==> config.mk <==
export PLATFORM = sky130hd
export DESIGN_NAME = hex_display_scan
export DESIGN_NICKNAME = d
export VERILOG_FILES = /design/src/rtl/hex_display_scan_pkg.sv /design/src/rtl/hex_display_scan_tick_divider.sv /design/src/rtl/hex_display_scan.sv
export SDC_FILE = /design/constraint.sdc
export NUM_CORES = 1
export LEC_CHECK = 0
export CAP_MARGIN = 20
export CORE_MARGIN = 2
export CORE_UTILIZATION = 50
export DETAILED_ROUTE_END_ITERATION = 12
export GPL_TIMING_DRIVEN = 0
export PLACE_DENSITY_LB_ADDON = 0.3
export RECOVER_POWER = 100
export SLEW_MARGIN = 20
export SYNTH_ARGS = -nofsm -noshare
export SYNTH_HDL_FRONTEND = slang
export SYNTH_SLANG_ARGS = --single-unit
==> constraint.sdc <==
create_clock -name clk -period 2.1 [get_ports clk]
set_input_delay 0.42 -clock clk [delete_from_list [all_inputs] [get_ports clk]]
set_output_delay 0.42 -clock clk [all_outputs]
set_load 0.005 [all_outputs]
==> src/rtl/hex_display_scan_pkg.sv <==
`default_nettype none
// ============================================================================
// Module   : hex_display_scan_pkg
// Purpose  : Shared constants and leading-zero blanking helper for the
//            multiplexed hex display scanner.
// Revision : 1.0 - initial release
// ============================================================================
package hex_display_scan_pkg;

    localparam int   NIBBLE_W   = 4;
    localparam logic DIGIT_ON   = 1'b0;
    // Widest display the blanking helper supports; narrower words are zero-extended.
    localparam int   MAX_DIGITS = 32;

    // Bit i set when nibbles i..MAX_DIGITS-1 are all zero; digit 0 is never blanked.
    function automatic logic [MAX_DIGITS-1:0] lz_blank_mask(
        input logic [NIBBLE_W*MAX_DIGITS-1:0] word
    );
        logic [MAX_DIGITS-1:0] mask;
        logic                  zero_run;
        mask     = '0;
        zero_run = 1'b1;
        for (int i = MAX_DIGITS - 1; i >= 1; i--) begin
            zero_run = zero_run && (word[i*NIBBLE_W +: NIBBLE_W] == '0);
            mask[i]  = zero_run;
        end
        return mask;
    endfunction

endpackage
`default_nettype wire

==> src/rtl/hex_display_scan_tick_divider.sv <==
`default_nettype none
// ============================================================================
// Module   : tick_divider
// Purpose  : Free-running 0..DIV-1 counter with a pulse on the terminal count.
// Revision : 1.0 - initial release
// ============================================================================
module tick_divider #(
    parameter int DIV = 50000
) (
    input  logic                   clk,
    input  logic                   rst,
    output logic [$clog2(DIV)-1:0] cnt,
    output logic                   tick
);

    localparam int                 CNT_W  = $clog2(DIV);
    localparam logic [CNT_W-1:0]   c_last = CNT_W'(DIV - 1);

    logic [CNT_W-1:0] r_cnt;

    always_ff @(posedge clk) begin
        if (rst) begin
            r_cnt <= '0;
        end else if (r_cnt == c_last) begin
            r_cnt <= '0;
        end else begin
            r_cnt <= r_cnt + 1'b1;
        end
    end

    assign cnt  = r_cnt;
    assign tick = (r_cnt == c_last);

endmodule
`default_nettype wire

==> src/rtl/hex_display_scan.sv <==
`default_nettype none
// ============================================================================
// Module   : hex_display_scan
// Purpose  : Time-multiplexed 7-segment scanner with frame-aligned commit,
//            leading-zero blanking and an anti-ghosting guard interval.
// Revision : 1.0 - initial release
// ============================================================================
module hex_display_scan
    import hex_display_scan_pkg::*;
#(
    parameter int DIGITS = 4,
    parameter int DIV    = 50000,
    parameter int GUARD  = 500
) (
    input  logic                       clk,
    input  logic                       rst,
    input  logic                       load,
    input  logic [NIBBLE_W*DIGITS-1:0] data_in,
    input  logic                       blank_lz,
    output logic [NIBBLE_W-1:0]        nibble,
    output logic [DIGITS-1:0]          digit_en,
    output logic                       frame_start,
    output logic                       pending
);

    localparam int                 CNT_W      = $clog2(DIV);
    localparam int                 IDX_W      = (DIGITS > 1) ? $clog2(DIGITS) : 1;
    localparam int                 WORD_W     = NIBBLE_W * DIGITS;
    localparam logic [IDX_W-1:0]   c_idx_last = IDX_W'(DIGITS - 1);
    localparam logic [CNT_W-1:0]   c_guard    = CNT_W'(GUARD);

    logic [CNT_W-1:0]      w_cnt;
    logic                  w_tick;
    logic                  w_boundary;
    logic [IDX_W-1:0]      r_idx;
    logic [WORD_W-1:0]     r_disp;
    logic [WORD_W-1:0]     r_shadow;
    logic                  r_pending;
    logic                  r_frame_start;
    logic [MAX_DIGITS-1:0] w_mask;
    logic                  w_blank;
    logic [DIGITS-1:0]     w_digit_en;

    tick_divider #(
        .DIV (DIV)
    ) u_tick_divider (
        .clk  (clk),
        .rst  (rst),
        .cnt  (w_cnt),
        .tick (w_tick)
    );

    assign w_boundary = w_tick && (r_idx == c_idx_last);

    always_ff @(posedge clk) begin
        if (rst) begin
            r_idx <= '0;
        end else if (w_tick) begin
            r_idx <= (r_idx == c_idx_last) ? '0 : r_idx + 1'b1;
        end
    end

    // A load coinciding with the boundary bypasses the shadow so it is shown immediately.
    always_ff @(posedge clk) begin
        if (rst) begin
            r_disp        <= '0;
            r_shadow      <= '0;
            r_pending     <= 1'b0;
            r_frame_start <= 1'b0;
        end else begin
            r_frame_start <= w_boundary;
            if (load) begin
                r_shadow <= data_in;
            end
            if (w_boundary) begin
                r_pending <= 1'b0;
                if (load) begin
                    r_disp <= data_in;
                end else if (r_pending) begin
                    r_disp <= r_shadow;
                end
            end else if (load) begin
                r_pending <= 1'b1;
            end
        end
    end

    assign w_mask  = lz_blank_mask((NIBBLE_W*MAX_DIGITS)'(r_disp));
    assign w_blank = blank_lz && (r_idx != '0) && w_mask[r_idx];

    always_comb begin
        w_digit_en = '1;
        if ((w_cnt >= c_guard) && !w_blank) begin
            w_digit_en[r_idx] = DIGIT_ON;
        end
    end

    assign nibble      = r_disp[r_idx*NIBBLE_W +: NIBBLE_W];
    assign digit_en    = w_digit_en;
    assign frame_start = r_frame_start;
    assign pending     = r_pending;

endmodule
`default_nettype wire

==> implementation parameters, run 1 <==
Parameter                              Value

Outcome
  Result of the run ... finished, violations left
  Violated checks ... setup timing

Worst setup path
  Number of buffers and inverters on the critical path ... 2
  WS Path Type ... register to output pin
  Arrival time of the worst setup path ... 1830 ps
  Slowest cell on crit path ... sky130_fd_sc_hd__a2111o_1
  Critical Path Start Type ... register
  Dominant delay contributor by cell family on the critical path ... compound AO/OA/AOI/OAI gates
  Critical path, cell by cell ... nor4_4, o21ai_1, a2111o_1, buf_6, nand3_2, buf_2
  Data required time at the worst endpoint ... roughly 1700 ps
  Worst stage delay on the critical path ... 460 ps
  Category of the worst setup path capture point ... output pin
  R2R setup slack ... about 90 ps
  Worst-path fanout max ... 2

Synth
  Mean instance size in the synthesized netlist ... 10.5 um^2
  Most used DFF post-synth ... sky130_fd_sc_hd__dfxtp_1
  Instance count of the mapped netlist ... about 220
  Netlist area before placement ... ~2400 um^2
  Number of enable flip-flop cells after synthesis ... 0
  Flops & latches, synth ... 52
  Yosys Warn Count ... 0
  Sequential fraction of the synthesis area ... between 40 and 50%
  Post-Synthesis Net Count ... 250
  Cell variety after synth ... 34
  Fraction of registers with async set/reset ... 0%

STA
  Worst-case clock skew ... 10.6 ps
  Headroom to the max-slew limit ... roughly 48%
  Worst slew pin tran ... 787 ps
  Number of hold violations in the final report ... 0
  Top achievable clock speed ... about 450 MHz
  Time the final worst path needs with I/O delays and setup ... 2250 ps
  Final cycle utilization of the critical path ... 107%
  Unrepaired setup endpoints after global routing ... yes
  Total setup violations reported at the end of the flow ... 3
  Post-route worst setup slack ... -147 ps
  Worst Hold Margin ... 494 ps
  Max-slew violation count ... 0

Min path
  Class of the tightest hold or removal check ... register to register

Clock network
  H-tree Lvls ... 2
  Number of buffers created by CTS ... 5
  Clock latency of the later-clocked register in the worst-skew pair ... about 310 ps
  Max Buffers Root-to-Sink ... 2
  Cell at the root of the clock tree ... sky130_fd_sc_hd__clkbuf_8
  Clock-pin slew on the worst setup and hold paths ... roughly 100 ps
  Hold buffer count at CTS ... 0
  Clock net sink count ... 52
  TritonCTS clock tree ... yes

Final layout
  Number of standard cells in the layout, taps in and fillers out ... 320
  Net total in the final layout ... 293
  N_diodes ... 0
  Share of post-route cells with drive strength above 1 ... between 20% and 30%
  Syn-to-layout area delta ... 24.7%
  FILL cells ... 347

Drt
  Residual DRC ... 0
  Detailed Route WL ... between 4 and 5 mm
  Starting DRC count in detailed routing ... 48
  Iteration count of the initial detailed-routing pass ... 4
  Number of routed nets with antenna violations ... 0
  Wire length per cell ... between 10 and 15 um
  Routed vias ... 1690
  Per-cell via count in the routed design ... 5.28

Die
  Area of the core region ... roughly 4400 um^2
  Chip height ... approximately 73 um
  Horizontal die dimension ... between 70 and 80 um
  Area of the die ... 5270 um^2
  Total I/O pin count ... 30
  Row cnt ... 24
  Initial core utilization ... a little over half

Placed design
  Placed wire-length estimate after detailed placement ... 3.11 mm
  Final Wtd Congestion ... a little over 0.8
  Placed cell count ... ~300
  Number of buffers added on ports ... 27

GRT
  Via count of the first global-routing pass ... ~1600
  Maximum number of pins on one net before global-route repair ... 18
  Overall routing resource usage ... a little under a fifth
  Remaining Overflow, GRT ... 0
  Wire length of the first global-routing pass ... around 7.7 mm
  Number of antenna violations at the first check in global routing ... 0

Pwr
  Leak pwr ... between 1 and 1.5 nW
  Total power divided by cell area ... around 630 nW/um^2
  Largest vdd supply drop ... a little under 0.5 mV

Run
  Maximum capacitance violations ... 0
-- per-stage QoR --
step                      util (%)  total power [mW]  TNS, ps  setup slack [ps]  cell area, um^2
after floorplan                  -              1.10        0               149             2350
after global placement        60.4              1.15    -3450              -766             2690
after detailed placement      60.4              1.16    -4020              -768             2690
after CTS                     65.5              1.84     -453              -186             2910
after global routing          66.0              1.89     -850              -197             2930
final                         66.0              1.83     -337              -147             2930
-- cells in the mapped netlist, types with 2 or more instances --
library cell,n,area (um^2)
sky130_fd_sc_hd__mux2_4,10,150
sky130_fd_sc_hd__mux2_2,6,67.6
sky130_fd_sc_hd__inv_1,9,33.8
sky130_fd_sc_hd__clkbuf_1,7,26.3
sky130_fd_sc_hd__nor2b_1,16,100
sky130_fd_sc_hd__xnor2_1,12,105
sky130_fd_sc_hd__dfxtp_1,52,1040
sky130_fd_sc_hd__nor3_1,4,20.0
sky130_fd_sc_hd__nand2_1,4,15.0
sky130_fd_sc_hd__mux2i_1,17,170
sky130_fd_sc_hd__ha_1,6,75.1
sky130_fd_sc_hd__nand3_1,10,50.1
sky130_fd_sc_hd__nor4_1,6,37.5
sky130_fd_sc_hd__nand4_1,3,18.8
sky130_fd_sc_hd__xor2_1,2,17.5
sky130_fd_sc_hd__nor2_1,38,143
sky130_fd_sc_hd__mux4_2,4,90.1
sky130_fd_sc_hd__buf_2,2,10.0
-- routing by layer --
layer	up-vias	part of all wire (%)	track usage (%)	wire [um]
met5	-	0	0	0
met4	0	1.5	8.02	72
met3	5	4.5	5.25	212
met2	33	46	29.1	2160
met1	806	48	25.6	2280
li1	846	-	-	-
-- cell type report --
class                           instances  area [um^2]  area share [%]
Tap cell                               52         65.1            2.22
Inverter                                9         33.8            1.15
Clock buffer                            5         68.8            2.35
Sequential cell                        52         1050            36.0
Clock inverter                          3         47.5            1.62
Multi-Input combinational cell        153         1280            43.5
Timing Repair Buffer                   37          329            11.2
Buffer                                  9         56.3            1.92
-- worst paths after layout --
path / endpoint / startpoint / cells after the start
worst max register to register: r_disp[14] / u_tick_divider.cnt[0] / 6
worst max-delay path: digit_en[3] / r_disp[11] / 6
worst min-delay path: u_tick_divider.cnt[0] / u_tick_divider.cnt[0] / 1
worst min register to register: u_tick_divider.cnt[0] / u_tick_divider.cnt[0] / 1
-- registers in the layout, indices dropped and copies added, names as in the netlist --
register            cells
r_disp                 16
r_shadow               16
u_tick_divider.cnt     16
r_idx                   2
frame_start             1
pending                 1
-- what timing repair did --
| action | 4_1_cts | 5_1_grt |
|---|---|---|
| setup endpoints to repair | 18 | 31 |
| buffers inserted | 7 | 3 |
| pin swaps | 9 | 4 |
| gates resized for setup | 39 | 14 |
-- layout by cell type (no fill, tap or decap), drive strengths merged, types with 2 or more instances in the layout --
cell type / count
inv: 9
clkdlybuf4s15: 3
nor3b: 2
xor2: 2
dlygate4sd2: 2
nor2: 38
dlygate4sd3: 2
mux2: 16
clkbuf: 14
buf: 14
nor4: 7
ha: 6
clkdlybuf4s50: 16
nand2: 4
nor3: 4
nor2b: 16
nand4: 4
dfxtp: 52
mux2i: 17
mux4: 4
clkinv: 2
nand3: 10
xnor2: 12
-- cell families (layout without fill, tap and decap cells) --
kind of cell | after synthesis | after routing | share of synthesized area [%]
adders and majority gates | 6 | 6 | 3.19
and+or+nand+nor | 91 | 91 | 21.6
DFF | 52 | 52 | 44.3
muxes | 37 | 37 | 20.3
xor gates and xnor gates | 14 | 14 | 5.22
buffers and inverters | 19 | 63 | 3.83
AOI/OAI and AO/OA | 5 | 5 | 1.60
-- power breakdown --
part | switching (mW) | leakage, nW | internal, mW
registers | 0.0111 | 0.428 | 1.01
clock network | 0.343 | 0.0583 | 0.359
logic | 0.0536 | 0.695 | 0.0577
total | 0.408 | 1.18 | 1.43
No activity file was read; power rests on OpenSTA's default activity.
==> inputs of run 2 (changes only) <==
clock period = 2.25 ns   (was 2.1 ns; I/O delays follow)
==> run 2 against run 1 <==
The run still ends with setup timing left. First-iteration DRC count rose by 4.2%. Setup slack improved by 120 ps. Power fell by 6.7%. Critical path depth did not move. Combinational power fell by 6%. Critical endpoint is now digit_en[1].
==> implementation parameters, run 2 (synthesis gave the netlist of run 1 again) <==
Parameter                              Value

Outcome
  Result of the run ... finished, violations left
  Violated checks ... setup timing

Drt
  Detailed Route WL ... 4.76 mm (+0.72%)
  Routed vias ... 1685 (-0.30%)
  Wire length per cell ... 14.9 um (+0.72%)
  Number of routed nets with antenna violations ... 0 (unchanged)
  Residual DRC ... 0 (unchanged)
  Starting DRC count in detailed routing ... 50 (+4.2%)
  Iteration count of the initial detailed-routing pass ... 4 (unchanged)
  Per-cell via count in the routed design ... 5.27 (-0.30%)

Die
  Total I/O pin count ... 30 (unchanged)
  Initial core utilization ... 52.9% (unchanged)
  Area of the core region ... 4440 um^2 (unchanged)
  Chip height ... 72.6 um (unchanged)
  Row cnt ... 24 (unchanged)
  Horizontal die dimension ... 72.6 um (unchanged)
  Area of the die ... 5270 um^2 (unchanged)

Pwr
  Total power divided by cell area ... 587 nW/um^2 (-6.1%)
  Total Power Consumption ... 1.71 mW (-6.7%)
  Leak pwr ... 1.20 nW (+1.2%)
  Largest vdd supply drop ... 0.454 mV (-7.1%)

Worst setup path
  Slowest cell on crit path ... sky130_fd_sc_hd__a2111o_1
  Worst stage delay on the critical path ... 460 ps (about the same)
  Critical Path Start Type ... register
  Critical path, cell by cell ... nor4_4, o21ai_1, a2111o_1, buf_6, nand3_2, buf_2
  Worst-path fanout max ... 2 (unchanged)
  Dominant delay contributor by cell family on the critical path ... compound AO/OA/AOI/OAI gates
  Arrival time of the worst setup path ... 1820 ps (about the same)
  Category of the worst setup path capture point ... output pin
  Number of buffers and inverters on the critical path ... 2 (unchanged)
  WS Path Type ... register to output pin
  Data required time at the worst endpoint ... 1800 ps (+120 ps)

GRT
  Fraction of met3 tracks used by global routing ... 5.25% (unchanged)
  Layer with the highest usage ... met2
  Wire length of the first global-routing pass ... 7.73 mm (+0.17%)
  Maximum number of pins on one net before global-route repair ... 18 (unchanged)
  Overall routing resource usage ... 19.2% (+0.087 points)
  Number of antenna violations at the first check in global routing ... 0 (unchanged)
  Via count of the first global-routing pass ... 1588 (-0.81%)
  Remaining Overflow, GRT ... 0 (unchanged)
  GR Layer Usage met2 ... 28.4% (-0.71 points)
  Global routing usage on met1 ... 26.5% (+0.88 points)

STA
  Total setup violations reported at the end of the flow ... 2 (-1)
  Final cycle utilization of the critical path ... 101%
  Unrepaired setup endpoints after global routing ... yes
  Worst Hold Margin ... 494 ps (-0.0590 ps)
  Time the final worst path needs with I/O delays and setup ... about 2300 ps
  Post-route worst setup slack ... -22.1 ps (+125 ps)
  Top achievable clock speed ... 440 MHz
  Headroom to the max-slew limit ... 47.5% (-0.083 points)
  Number of hold violations in the final report ... 0 (unchanged)
  Max-slew violation count ... 0 (unchanged)
  Worst-case clock skew ... 10.8 ps (+0.209 ps)
  Worst slew pin tran ... 788 ps (+1.24 ps)

Min path
  Class of the tightest hold or removal check ... register to register

Final layout
  Share of post-route cells with drive strength above 1 ... 23.1% (-1.5 points)
  Syn-to-layout area delta ... 23.9%
  Utilization after layout ... 65.5% (-0.42 points)
  N_diodes ... 0 (unchanged)
  Net total in the final layout ... 293 (unchanged)
  Most frequent cells in the layout ... sky130_fd_sc_hd__dfxtp_1 (43), sky130_fd_sc_hd__nor2_1 (38), sky130_fd_sc_hd__mux2i_1 (17), sky130_fd_sc_hd__clkdlybuf4s50_1 (17), sky130_fd_sc_hd__nor2b_1 (16)
  Commonest non-fill, non-tap cell in the layout ... sky130_fd_sc_hd__dfxtp_1
  Number of standard cells in the layout, taps in and fillers out ... 320 (unchanged)

Clock network
  Max Buffers Root-to-Sink ... 2 (unchanged)
  Cell at the root of the clock tree ... sky130_fd_sc_hd__clkbuf_8
  Clock-pin slew on the worst setup and hold paths ... 100 ps (about the same)
  Clock latency of the later-clocked register in the worst-skew pair ... 310 ps (about the same)
  Number of buffers created by CTS ... 5 (unchanged)
  TritonCTS clock tree ... yes
  H-tree Lvls ... 2 (unchanged)
  Clock net sink count ... 52 (unchanged)
  Hold buffer count at CTS ... 0 (unchanged)

Placed design
  Final Wtd Congestion ... 0.811 (unchanged)
  Placed wire-length estimate after detailed placement ... 3.11 mm (unchanged)
  Placed cell count ... 303 (unchanged)
  Number of buffers added on ports ... 27 (unchanged)
  Placement-stage worst setup slack ... -678 ps (+90.0 ps)

Run
  Maximum capacitance violations ... 0 (unchanged)
==> run 2: changes by cell type in the layout (fill, tap and decap cells not counted) <==
| cell | before | now |
|---|---|---|
| sky130_fd_sc_hd__dlymetal6s2s_1 | 0 | 1 |
| sky130_fd_sc_hd__buf_4 | 8 | 5 |
| sky130_fd_sc_hd__clkbuf_4 | 0 | 1 |
| sky130_fd_sc_hd__clkdlybuf4s50_1 | 16 | 17 |
| sky130_fd_sc_hd__dlygate4sd2_1 | 2 | 4 |
| sky130_fd_sc_hd__clkbuf_8 | 6 | 5 |
| sky130_fd_sc_hd__clkdlybuf4s15_1 | 3 | 0 |
| sky130_fd_sc_hd__buf_6 | 2 | 1 |
| sky130_fd_sc_hd__clkbuf_1 | 7 | 10 |
==> run 2: per-layer routing <==
layer	part of all wire [%]	wire length [um]
met4	2.0	96
met3	4.3	207
met1	48	2310
met5	0	0
met2	45	2150
==> run 2: layout make-up <==
class / instances / area, um^2
Buffer: 10 / 53.8
Clock buffer: 5 / 68.8
Clock inverter: 3 / 47.5
Fill cell: 355 / 1530
Inverter: 9 / 33.8
Multi-Input combinational cell: 153 / 1280
Sequential cell: 52 / 1050
Tap cell: 52 / 65.1
Timing Repair Buffer: 36 / 313
==> run 2: stage by stage <==
step                instance area [um^2]  TNS (ps)
floorplan                           2350         0
global placement                    2690     -2180
detailed placement                  2690     -2200
CTS                                 2900      -125
global route                        2910      -260
finish                              2910     -40.7
==> run 2: report_power, final <==
| part | internal (mW) | switching, mW |
|---|---|---|
| Combinational | 0.0542 | 0.0499 |
| Clock | 0.335 | 0.319 |
| Sequential | 0.941 | 0.0104 |
| Total | 1.33 | 0.379 |
==> run 2: repair_timing <==
action                                  in CTS  in global routing
hold endpoints to repair                     0                  0
endpoints found under the setup margin       8                 15
resized for setup                           34                 10
buffers inserted                             6                  3
pin swaps                                    7                  4
==> run 2: final timing paths <==
| check | from | end | slack, ps | cells after the start |
|---|---|---|---|---|
| max | r_disp[11] | digit_en[1] | -20 | 6 |
| min | u_tick_divider.cnt[0] | u_tick_divider.cnt[0] | 490 | 1 |
| max reg2reg | u_tick_divider.cnt[0] | r_disp[10] | 130 | 6 |
| min reg2reg | u_tick_divider.cnt[0] | u_tick_divider.cnt[0] | 490 | 1 |
